[src/rtl/riot_bus_master.sv]
// riot_bus_master
//   Initiator for the RIOT/PIA strobe bus (stb/we/adr/dat, fixed read latency,
//   no acknowledge). A host-side source hands over commands on a valid/ready
//   port. Each access becomes a single-cycle strobe. Read data comes back on a
//   valid/ready response port.
//
//   Optional feature macro: RIOT_POLL_EN
//     When it is defined, a read with cmd_poll=1 keeps re-reading the same
//     address until the masked data matches, or until POLL_MAX strobes have
//     been issued.
//     When it is undefined, every read issues exactly one strobe and rsp_tmo
//     is tied to 0.
//
//   Parameters
//     READ_LAT  cycles from the strobe cycle to the cycle with valid dat_i (1..7)
//     POLL_MAX  maximum number of strobes per poll command (1..255)
//     POLL_GAP  idle cycles between poll strobes (0..15)
//
//   Ports
//     clk_i, rst_i           clock, synchronous active-high reset
//     cmd_valid/cmd_ready    command handshake
//     cmd_we/adr/dat         access type, address and write data
//     cmd_poll/mask/match    read-until-match controls (RIOT_POLL_EN only)
//     rsp_valid/rsp_ready    response handshake (reads only)
//     rsp_dat, rsp_tmo       read data and poll-timeout flag
//     stb_o, we_o, adr_o,    bus outputs; stb_o is the only qualifier
//     dat_o
//     dat_i                  bus read data from the responder
//
//   state  | meaning
//   -------+-----------------------------------------------------------
//   IDLE   | cmd_ready high, waiting for a command
//   STROBE | stb_o high for this single cycle
//   WAIT   | counting down the read latency, then sampling dat_i
//   GAP    | idle spacing between poll strobes (RIOT_POLL_EN only)
//   RESP   | rsp_valid high, holding data until rsp_ready
module riot_bus_master #(
    parameter int READ_LAT = 1,
    parameter int POLL_MAX = 255,
    parameter int POLL_GAP = 3
) (
    input  logic       clk_i,
    input  logic       rst_i,
    input  logic       cmd_valid,
    output logic       cmd_ready,
    input  logic       cmd_we,
    input  logic [6:0] cmd_adr,
    input  logic [7:0] cmd_dat,
    input  logic       cmd_poll,
    input  logic [7:0] cmd_mask,
    input  logic [7:0] cmd_match,
    output logic       rsp_valid,
    input  logic       rsp_ready,
    output logic [7:0] rsp_dat,
    output logic       rsp_tmo,
    output logic       stb_o,
    output logic       we_o,
    output logic [6:0] adr_o,
    output logic [7:0] dat_o,
    input  logic [7:0] dat_i
);

    localparam logic [2:0] LP_READ_LAT = 3'(READ_LAT);
    localparam logic [7:0] LP_POLL_MAX = 8'(POLL_MAX);
    localparam logic [3:0] LP_POLL_GAP = 4'(POLL_GAP);

    typedef enum logic [2:0] {
        S_IDLE   = 3'd0,
        S_STROBE = 3'd1,
        S_WAIT   = 3'd2,
`ifdef RIOT_POLL_EN
        S_GAP    = 3'd3,
`endif
        S_RESP   = 3'd4
    } state_t;

    state_t     r_state;
    logic       r_cmd_ready;
    logic       r_stb;
    logic       r_we;
    logic [6:0] r_adr;
    logic [7:0] r_dat;
    logic       r_rsp_valid;
    logic [7:0] r_rsp_dat;
    logic [2:0] r_lat_cnt;

    state_t     w_state_nxt;
    logic       w_cmd_ready_nxt;
    logic       w_stb_nxt;
    logic       w_we_nxt;
    logic [6:0] w_adr_nxt;
    logic [7:0] w_dat_nxt;
    logic       w_rsp_valid_nxt;
    logic [7:0] w_rsp_dat_nxt;
    logic [2:0] w_lat_cnt_nxt;

`ifdef RIOT_POLL_EN
    logic       r_poll;
    logic [7:0] r_mask;
    logic [7:0] r_match;
    logic [7:0] r_poll_cnt;
    logic [3:0] r_gap_cnt;
    logic       r_tmo;

    logic       w_poll_nxt;
    logic [7:0] w_mask_nxt;
    logic [7:0] w_match_nxt;
    logic [7:0] w_poll_cnt_nxt;
    logic [3:0] w_gap_cnt_nxt;
    logic       w_tmo_nxt;
    logic       w_hit;

    // r_rsp_dat holds the most recent sample during the compare cycle.
    assign w_hit = ((r_rsp_dat & r_mask) == (r_match & r_mask));
`else
    logic w_unused_poll;
    assign w_unused_poll = ^{cmd_poll, cmd_mask, cmd_match, LP_POLL_MAX, LP_POLL_GAP};
`endif

    always_comb begin
        w_state_nxt     = r_state;
        w_cmd_ready_nxt = 1'b0;
        w_stb_nxt       = 1'b0;
        w_we_nxt        = r_we;
        w_adr_nxt       = r_adr;
        w_dat_nxt       = r_dat;
        w_rsp_valid_nxt = 1'b0;
        w_rsp_dat_nxt   = r_rsp_dat;
        w_lat_cnt_nxt   = r_lat_cnt;
`ifdef RIOT_POLL_EN
        w_poll_nxt      = r_poll;
        w_mask_nxt      = r_mask;
        w_match_nxt     = r_match;
        w_poll_cnt_nxt  = r_poll_cnt;
        w_gap_cnt_nxt   = r_gap_cnt;
        w_tmo_nxt       = r_tmo;
`endif

        case (r_state)
            S_IDLE: begin
                w_cmd_ready_nxt = 1'b1;
                // r_cmd_ready stays low in the first cycle out of reset, so
                // nothing is accepted until it has been visible to the host.
                if (cmd_valid && r_cmd_ready) begin
                    w_state_nxt     = S_STROBE;
                    w_cmd_ready_nxt = 1'b0;
                    w_stb_nxt       = 1'b1;
                    w_we_nxt        = cmd_we;
                    w_adr_nxt       = cmd_adr;
                    w_dat_nxt       = cmd_dat;
`ifdef RIOT_POLL_EN
                    // A write that also requests a poll is issued as a plain write.
                    w_poll_nxt      = cmd_poll & ~cmd_we;
                    w_mask_nxt      = cmd_mask;
                    w_match_nxt     = cmd_match;
                    w_poll_cnt_nxt  = 8'd0;
                    w_tmo_nxt       = 1'b0;
`endif
                end
            end

            S_STROBE: begin
`ifdef RIOT_POLL_EN
                if (r_poll_cnt != 8'hFF) begin
                    w_poll_cnt_nxt = r_poll_cnt + 8'd1;
                end
`endif
                if (r_we) begin
                    w_state_nxt     = S_IDLE;
                    w_cmd_ready_nxt = 1'b1;
                end else begin
                    w_state_nxt   = S_WAIT;
                    w_lat_cnt_nxt = LP_READ_LAT;
                end
            end

            S_WAIT: begin
                if (r_lat_cnt != 3'd0) begin
                    w_lat_cnt_nxt = r_lat_cnt - 3'd1;
                end
                if (r_lat_cnt == 3'd1) begin
                    w_rsp_dat_nxt = dat_i;
`ifdef RIOT_POLL_EN
                    // Polls stay here one more cycle (lat_cnt==0) to compare
                    // against the registered sample.
                    if (!r_poll) begin
                        w_state_nxt     = S_RESP;
                        w_rsp_valid_nxt = 1'b1;
                    end
`else
                    w_state_nxt     = S_RESP;
                    w_rsp_valid_nxt = 1'b1;
`endif
                end
`ifdef RIOT_POLL_EN
                else if (r_lat_cnt == 3'd0) begin
                    if (w_hit) begin
                        w_state_nxt     = S_RESP;
                        w_rsp_valid_nxt = 1'b1;
                        w_tmo_nxt       = 1'b0;
                    end else if (r_poll_cnt >= LP_POLL_MAX) begin
                        w_state_nxt     = S_RESP;
                        w_rsp_valid_nxt = 1'b1;
                        w_tmo_nxt       = 1'b1;
                    end else if (LP_POLL_GAP == 4'd0) begin
                        w_state_nxt = S_STROBE;
                        w_stb_nxt   = 1'b1;
                    end else begin
                        w_state_nxt   = S_GAP;
                        w_gap_cnt_nxt = LP_POLL_GAP;
                    end
                end
`endif
            end

`ifdef RIOT_POLL_EN
            S_GAP: begin
                if (r_gap_cnt <= 4'd1) begin
                    w_state_nxt   = S_STROBE;
                    w_stb_nxt     = 1'b1;
                    w_gap_cnt_nxt = 4'd0;
                end else begin
                    w_gap_cnt_nxt = r_gap_cnt - 4'd1;
                end
            end
`endif

            S_RESP: begin
                w_rsp_valid_nxt = 1'b1;
                if (rsp_ready) begin
                    w_state_nxt     = S_IDLE;
                    w_rsp_valid_nxt = 1'b0;
                    w_cmd_ready_nxt = 1'b1;
                end
            end

            default: begin
                w_state_nxt = S_IDLE;
            end
        endcase
    end

    always_ff @(posedge clk_i) begin
        if (rst_i) begin
            r_state     <= S_IDLE;
            r_cmd_ready <= 1'b0;
            r_stb       <= 1'b0;
            r_we        <= 1'b0;
            r_adr       <= 7'd0;
            r_dat       <= 8'd0;
            r_rsp_valid <= 1'b0;
            r_rsp_dat   <= 8'd0;
            r_lat_cnt   <= 3'd0;
`ifdef RIOT_POLL_EN
            r_poll      <= 1'b0;
            r_mask      <= 8'd0;
            r_match     <= 8'd0;
            r_poll_cnt  <= 8'd0;
            r_gap_cnt   <= 4'd0;
            r_tmo       <= 1'b0;
`endif
        end else begin
            r_state     <= w_state_nxt;
            r_cmd_ready <= w_cmd_ready_nxt;
            r_stb       <= w_stb_nxt;
            r_we        <= w_we_nxt;
            r_adr       <= w_adr_nxt;
            r_dat       <= w_dat_nxt;
            r_rsp_valid <= w_rsp_valid_nxt;
            r_rsp_dat   <= w_rsp_dat_nxt;
            r_lat_cnt   <= w_lat_cnt_nxt;
`ifdef RIOT_POLL_EN
            r_poll      <= w_poll_nxt;
            r_mask      <= w_mask_nxt;
            r_match     <= w_match_nxt;
            r_poll_cnt  <= w_poll_cnt_nxt;
            r_gap_cnt   <= w_gap_cnt_nxt;
            r_tmo       <= w_tmo_nxt;
`endif
        end
    end

    assign cmd_ready = r_cmd_ready;
    assign stb_o     = r_stb;
    assign we_o      = r_we;
    assign adr_o     = r_adr;
    assign dat_o     = r_dat;
    assign rsp_valid = r_rsp_valid;
    assign rsp_dat   = r_rsp_dat;
`ifdef RIOT_POLL_EN
    assign rsp_tmo   = r_tmo;
`else
    assign rsp_tmo   = 1'b0;
`endif

endmodule

[config.mk]
export PLATFORM = sky130hd
export DESIGN_NAME = riot_bus_master
export DESIGN_NICKNAME = d
export VERILOG_FILES = /design/src/rtl/riot_bus_master.sv
export SDC_FILE = /design/constraint.sdc
export NUM_CORES = 1
export LEC_CHECK = 0
export CORE_AREA = 10 10 82 63
export CTS_CLUSTER_DIAMETER = 80
export DETAILED_ROUTE_END_ITERATION = 8
export DIE_AREA = 0 0 92 73
export HOLD_SLACK_MARGIN = 0.08
export PLACE_DENSITY = 0.75
export SYNTH_ARGS = -nofsm -noshare
export SYNTH_HDL_FRONTEND = slang
export SYNTH_SLANG_ARGS = --single-unit
export TNS_END_PERCENT = 20
[constraint.sdc]
create_clock -name clk_i -period 2 [get_ports clk_i]
set_input_delay 0.4 -clock clk_i [delete_from_list [all_inputs] [get_ports clk_i]]
set_output_delay 0.4 -clock clk_i [all_outputs]
set_load 0.02 [all_outputs]
Word-level counts from Yosys, hierarchy flattened. Index checks and enable logic that the tools add are counted.

Add/subtract/negate cells: 1. Eq/ne operators: 9. Multiplexer cells: 16. Bitwise logic cells: 1. Reduce and logical (&&, ||, !) cells: 9.

Operators with widths (count): $mux 3 (5); $pmux 3 s4 (1); $ne 2x2->1 const B (5); $eq 3x1->1 const B (2); $mux 1 (6); $pmux 3 s2 (1); $reduce_and 3->1 (2); $reduce_and 2->1 (2); $eq 3x2->1 const B (1); $eq 3x3->1 const B (1); $logic_not 3->1 (1); $pmux 1 s3 (1); $reduce_bool 3->1 (1); $sub 3x1->3 const B (1); $mux 2 (1); $pmux 1 s2 (1); $reduce_bool 2->1 (1); $reduce_or 2->1 (1); $logic_and 1x1->1 (1); $not 1->1 (1).

Register bits: 33. Input bits: 45. Output and inout bits: 28. Logic and storage cells: 45.

Longest topological paths before layout.
Depth in word-level cells: 3. Depth in mapped cells: 6. Mapped depth without buffers: 6.

Worst setup path before layout. OpenSTA, ideal clock, no wires.

Kind: flip-flop to flip-flop. Start point: reg r_cmd_ready (netlist: cmd_ready). End point: reg r_dat[5] (netlist: dat_o[5]). Library setup time: 0.132 ns. Arrival: 1.454 ns. Required time: 1.868 ns. Path slack: 0.414 ns. Stages on the path, launching flop included: 7. Path buffers: 2. Period minus slack after synthesis: 1.586 ns. Cells stage by stage: dfxtp_1 > nand2_1 > or4_1 > clkbuf_1 > buf_2 > nand2_1 > a21oi_1.

Cells in the longest elaborated chain, start to end: 2.

RTL lines: from (decl) (RTL line 78) `logic r_cmd_ready;`; from (signal assigned) (RTL line 264) `r_cmd_ready <= w_cmd_ready_nxt;`; $logic_and 1x1->1 (RTL line 144) `if (cmd_valid && r_cmd_ready) begin`; $reduce_and 2->1 (no source line); to (signal assigned) (RTL line 268) `r_dat <= w_dat_nxt;`; to (decl) (RTL line 82) `logic [7:0] r_dat;`.

No other way between the ends. A chain may end at the register's enable or synchronous reset.

Worst setup path in the final report.
Start point: reg r_we (netlist: we_o). End point: out we_o.

RTL lines: from (decl) (RTL line 80) `logic r_we;`; from (signal assigned) (RTL line 266) `r_we <= w_we_nxt;`; to (decl) (RTL line 57) `output logic we_o,`.

No word-level cell between the ends.

==> results.md <==
- Outcome: completed
- Post-synth top area cell: dfxtp_1
- Slowest-stage cell, CP: clkdlybuf4s50_1
- Crit-path max FO: 4
- Hold Path End: adr_o[6]
- Vias in the first global route: 1168
- Post-CTS setup buffers: 0
- Flops & latches, synth: 33
- RR Startpoint: r_state[0]
- First-pass GRT wire length: 5860 um
- Initial Util: 35.6%
- Pwr dens: 681 mW/mm^2
- Leading cell types by total area after synthesis: dfxtp_1 50%, nand2_1 9.4%, a21oi_1 8.0%
- Worst Hold Class: flop to flop
- Clock buffer count from CTS: 5
- Adder-cell area share of the yosys netlist: 2.85%
- Post-CTS Resized: 0
- Post-synth EDFFs: 0
- P_sw: 0.000343 W
- Clock Power Share: 35.3%
- Switching part of the total power: 25.0%
- Final Util: 54.3%
- # port buffers: 54
- Post-DP HPWL: 2510 um
- Footprint of the multi-input gates: 599 sq um
- Layout Skew: 0.00757 ns
- Area growth syn-to-layout: 52.7%
- Post-synthesis cell count: 147
- DRC errors left: 0
- DIE WIDTH: 92 um
- Initial antenna violation count: 0
- Setup TNS Final: 0 ns
- Critical Path AT: 1.31 ns
- Worst-path clk slew: 0.07 ns
- Final Max Tran Viols: 0
- Most instantiated cells after synthesis: 33 x dfxtp_1, 33 x nand2_1, 21 x a21oi_1
- Largest family of logic cells by synthesized area: simple AND/OR/NAND/NOR gates
- Cells on Worst Hold Path: 2
- Register area: 661 sq um
- Required @ worst endpoint: 1.60 ns
- Hold path startpoint: adr_o[6]
- Post-route cell area: 0.00201 sq mm
- Fillcell total: 375
- Final Cycle Share: 85.6%
- Static leakage: 0.777 nW
- Final hold violations: 0
- Max-cap viol count: 0
- Seq/Total Area, Yosys: 50.1%
- DR WL/cell: 13.6 um
- Antenna cell count: 0
- Crit path largest cell delay: 0.64 ns
- Synth Area in XOR/XNOR: 0%
- WP buf/inv: 1
- Routed vias: 1165
- Ys Warns: 0
- Grt ovf: 0
- Placed cell area: 0.00193 sq mm
- Iteration-0 DRC Markers: 83
- Drt total wl: 3470 um
- Final ANT Viol Nets: 0
- CTS root buffer: clkbuf_8
- Minimum clock period: 1.71 ns
- Simple-gate share of the synthesized area: 23.6%
- Tot GR Track Use: 10.8%
- Avg Cell Area, Syn: 8.97 sq um
- Routability cong.: 0.757
- Worst R2R Setup Slack: 0.36 ns
- Post-Syn Nets: 195
- Crit path capture type: output port
- H-tree depth: 2
- Pin count of the biggest net entering global routing: 34
- Post-synthesis mux area share: 6.83%
- Die Ht: 73 um
- CP Launch Type: flop
- R2r endpoint: r_lat_cnt[1]
- Syn Std Cell Area: 0.00132 sq mm
- Normalized max-slew margin: 65.3%
- Final setup fails: 0
- Crit-path leading delay family: buffers and inverters
- Clock Sinks: 33
- Unrepaired setup endpoints after global routing: false
- Prevailing post-synth register cell: dfxtp_1
- Fmax: 584 MHz
- Core area: 0.00371 sq mm
- Detailed Routing Iterations Pass 1: 4
- Yosys top cell area share: 50.1%
- Slew @ Worst Pin: 0.520 ns
- Compound-cell area share of the yosys netlist: 11.9%
- Distinct cell type count after synthesis: 30
- Combinational fraction of design power: 14.3%
- Cts hold-fix bufs: 0
- Post-layout net count: 251
- Setup CP Type: flop to output port
- Rows: 19
- Die area: 0.00672 sq mm
- Post-DR vias/cell: 4.55
- I/O Pins: 73
- P_int: 0.00103 W
- Reg2reg path depth: 4
- Max VDD drop: 0.563 mV
- Flop pwr share: 50.4%
- Clock tree buffer depth: 2
- Insertion delay to the later sink of the worst-skew pair: 0.29 ns
- Asr flop ratio synth: 0%
- CTS tree: yes
- CP Cell Sequence: clkdlybuf4s50_1
- Share of post-route cells with drive strength above 1: 8.33%
==> area by class of cell <==
class	count	share of cell area, %
well taps	52	3.23
multi-input cells	101	29.8
repair buffers	60	29.7
inverters	2	0.373
flip-flops and latches	33	32.8
clock inverters	2	0.497
clock buffers	6	3.60
==> per-layer routing <==
metal  wire length (um)  vias to the layer above  global-route usage (%)  part of all wire, %
met5                  0                        -                       0                    0
li1                   -                      597                       -                    -
met4                 29                        0                    3.07                 0.84
met3                438                        4                    8.02                   13
met2               1340                       45                    14.0                   39
met1               1660                      519                    13.5                   48
==> per-stage QoR <==
step                cells  total power, W  worst slack (ns)  hold slack (ns)
floorplan             147        0.000792             0.414            0.450
global placement      248        0.000902             0.223            0.441
detailed placement    248        0.000904             0.213            0.447
CTS                   256         0.00138             0.274            0.456
global route          256         0.00144             0.219            0.479
finish                256         0.00137             0.288            0.454
==> state kept, by name, summed over array words and instances, names as in the netlist <==
signal	cells
adr_o	7
cmd_ready	1
dat_o	8
r_lat_cnt	3
r_state	3
rsp_dat	8
rsp_valid	1
stb_o	1
we_o	1
==> logic make-up (layout without fill, tap and decap cells) <==
logic type               Yosys count  in the layout
AO/OA/AOI/OAI                     28             28
other                              1              1
buffers and inverters             13             70
flip-flops                        33             33
AND/OR/NAND/NOR                   60             60
multiplexers                       9              9
adder cells (fa/ha/maj)            3              3
==> worst register-to-register path: stages, from the launching register on <==
cell and delay, ns:
dfxtp_1 0.53, nor3b_2 0.30, a21oi_2 0.08, or4b_1 0.48, a21oi_1 0.18
==> worst max path at each step <==
| stage | cells after the start | slack (ns) | to | start |
|---|---|---|---|---|
| detailed placement | 6 | 0.21 | adr_o[2] | cmd_valid |
| floorplan | 6 | 0.41 | dat_o[5] | cmd_ready |
| CTS | 1 | 0.27 | we_o | we_o |
| global route | 4 | 0.22 | r_lat_cnt[1] | r_state[0] |
| finish | 1 | 0.29 | we_o | we_o |
| global placement | 6 | 0.22 | adr_o[3] | cmd_valid |
==> cells in the final DEF, fill, tap and decap left out, types with 3 or more instances in the layout <==
| cell | n |
|---|---|
| dfxtp_1 | 33 |
| clkbuf_8 | 5 |
| ha_1 | 3 |
| nand3b_1 | 3 |
| clkdlybuf4s50_1 | 54 |
| mux2i_1 | 9 |
| nor2_1 | 11 |
| buf_4 | 5 |
| a21oi_1 | 21 |
| nand2_1 | 33 |
==> power by group through the flow <==
stage                     registers, W  clock network [W]   logic, W
after floorplan               0.000726                  0  0.0000658
after global placement        0.000706                  0   0.000197
after detailed placement      0.000706                  0   0.000198
after CTS                     0.000692           0.000493   0.000199
after global routing          0.000695           0.000526   0.000215
final                         0.000692           0.000484   0.000196
Power figures use the tool's default switching activity.
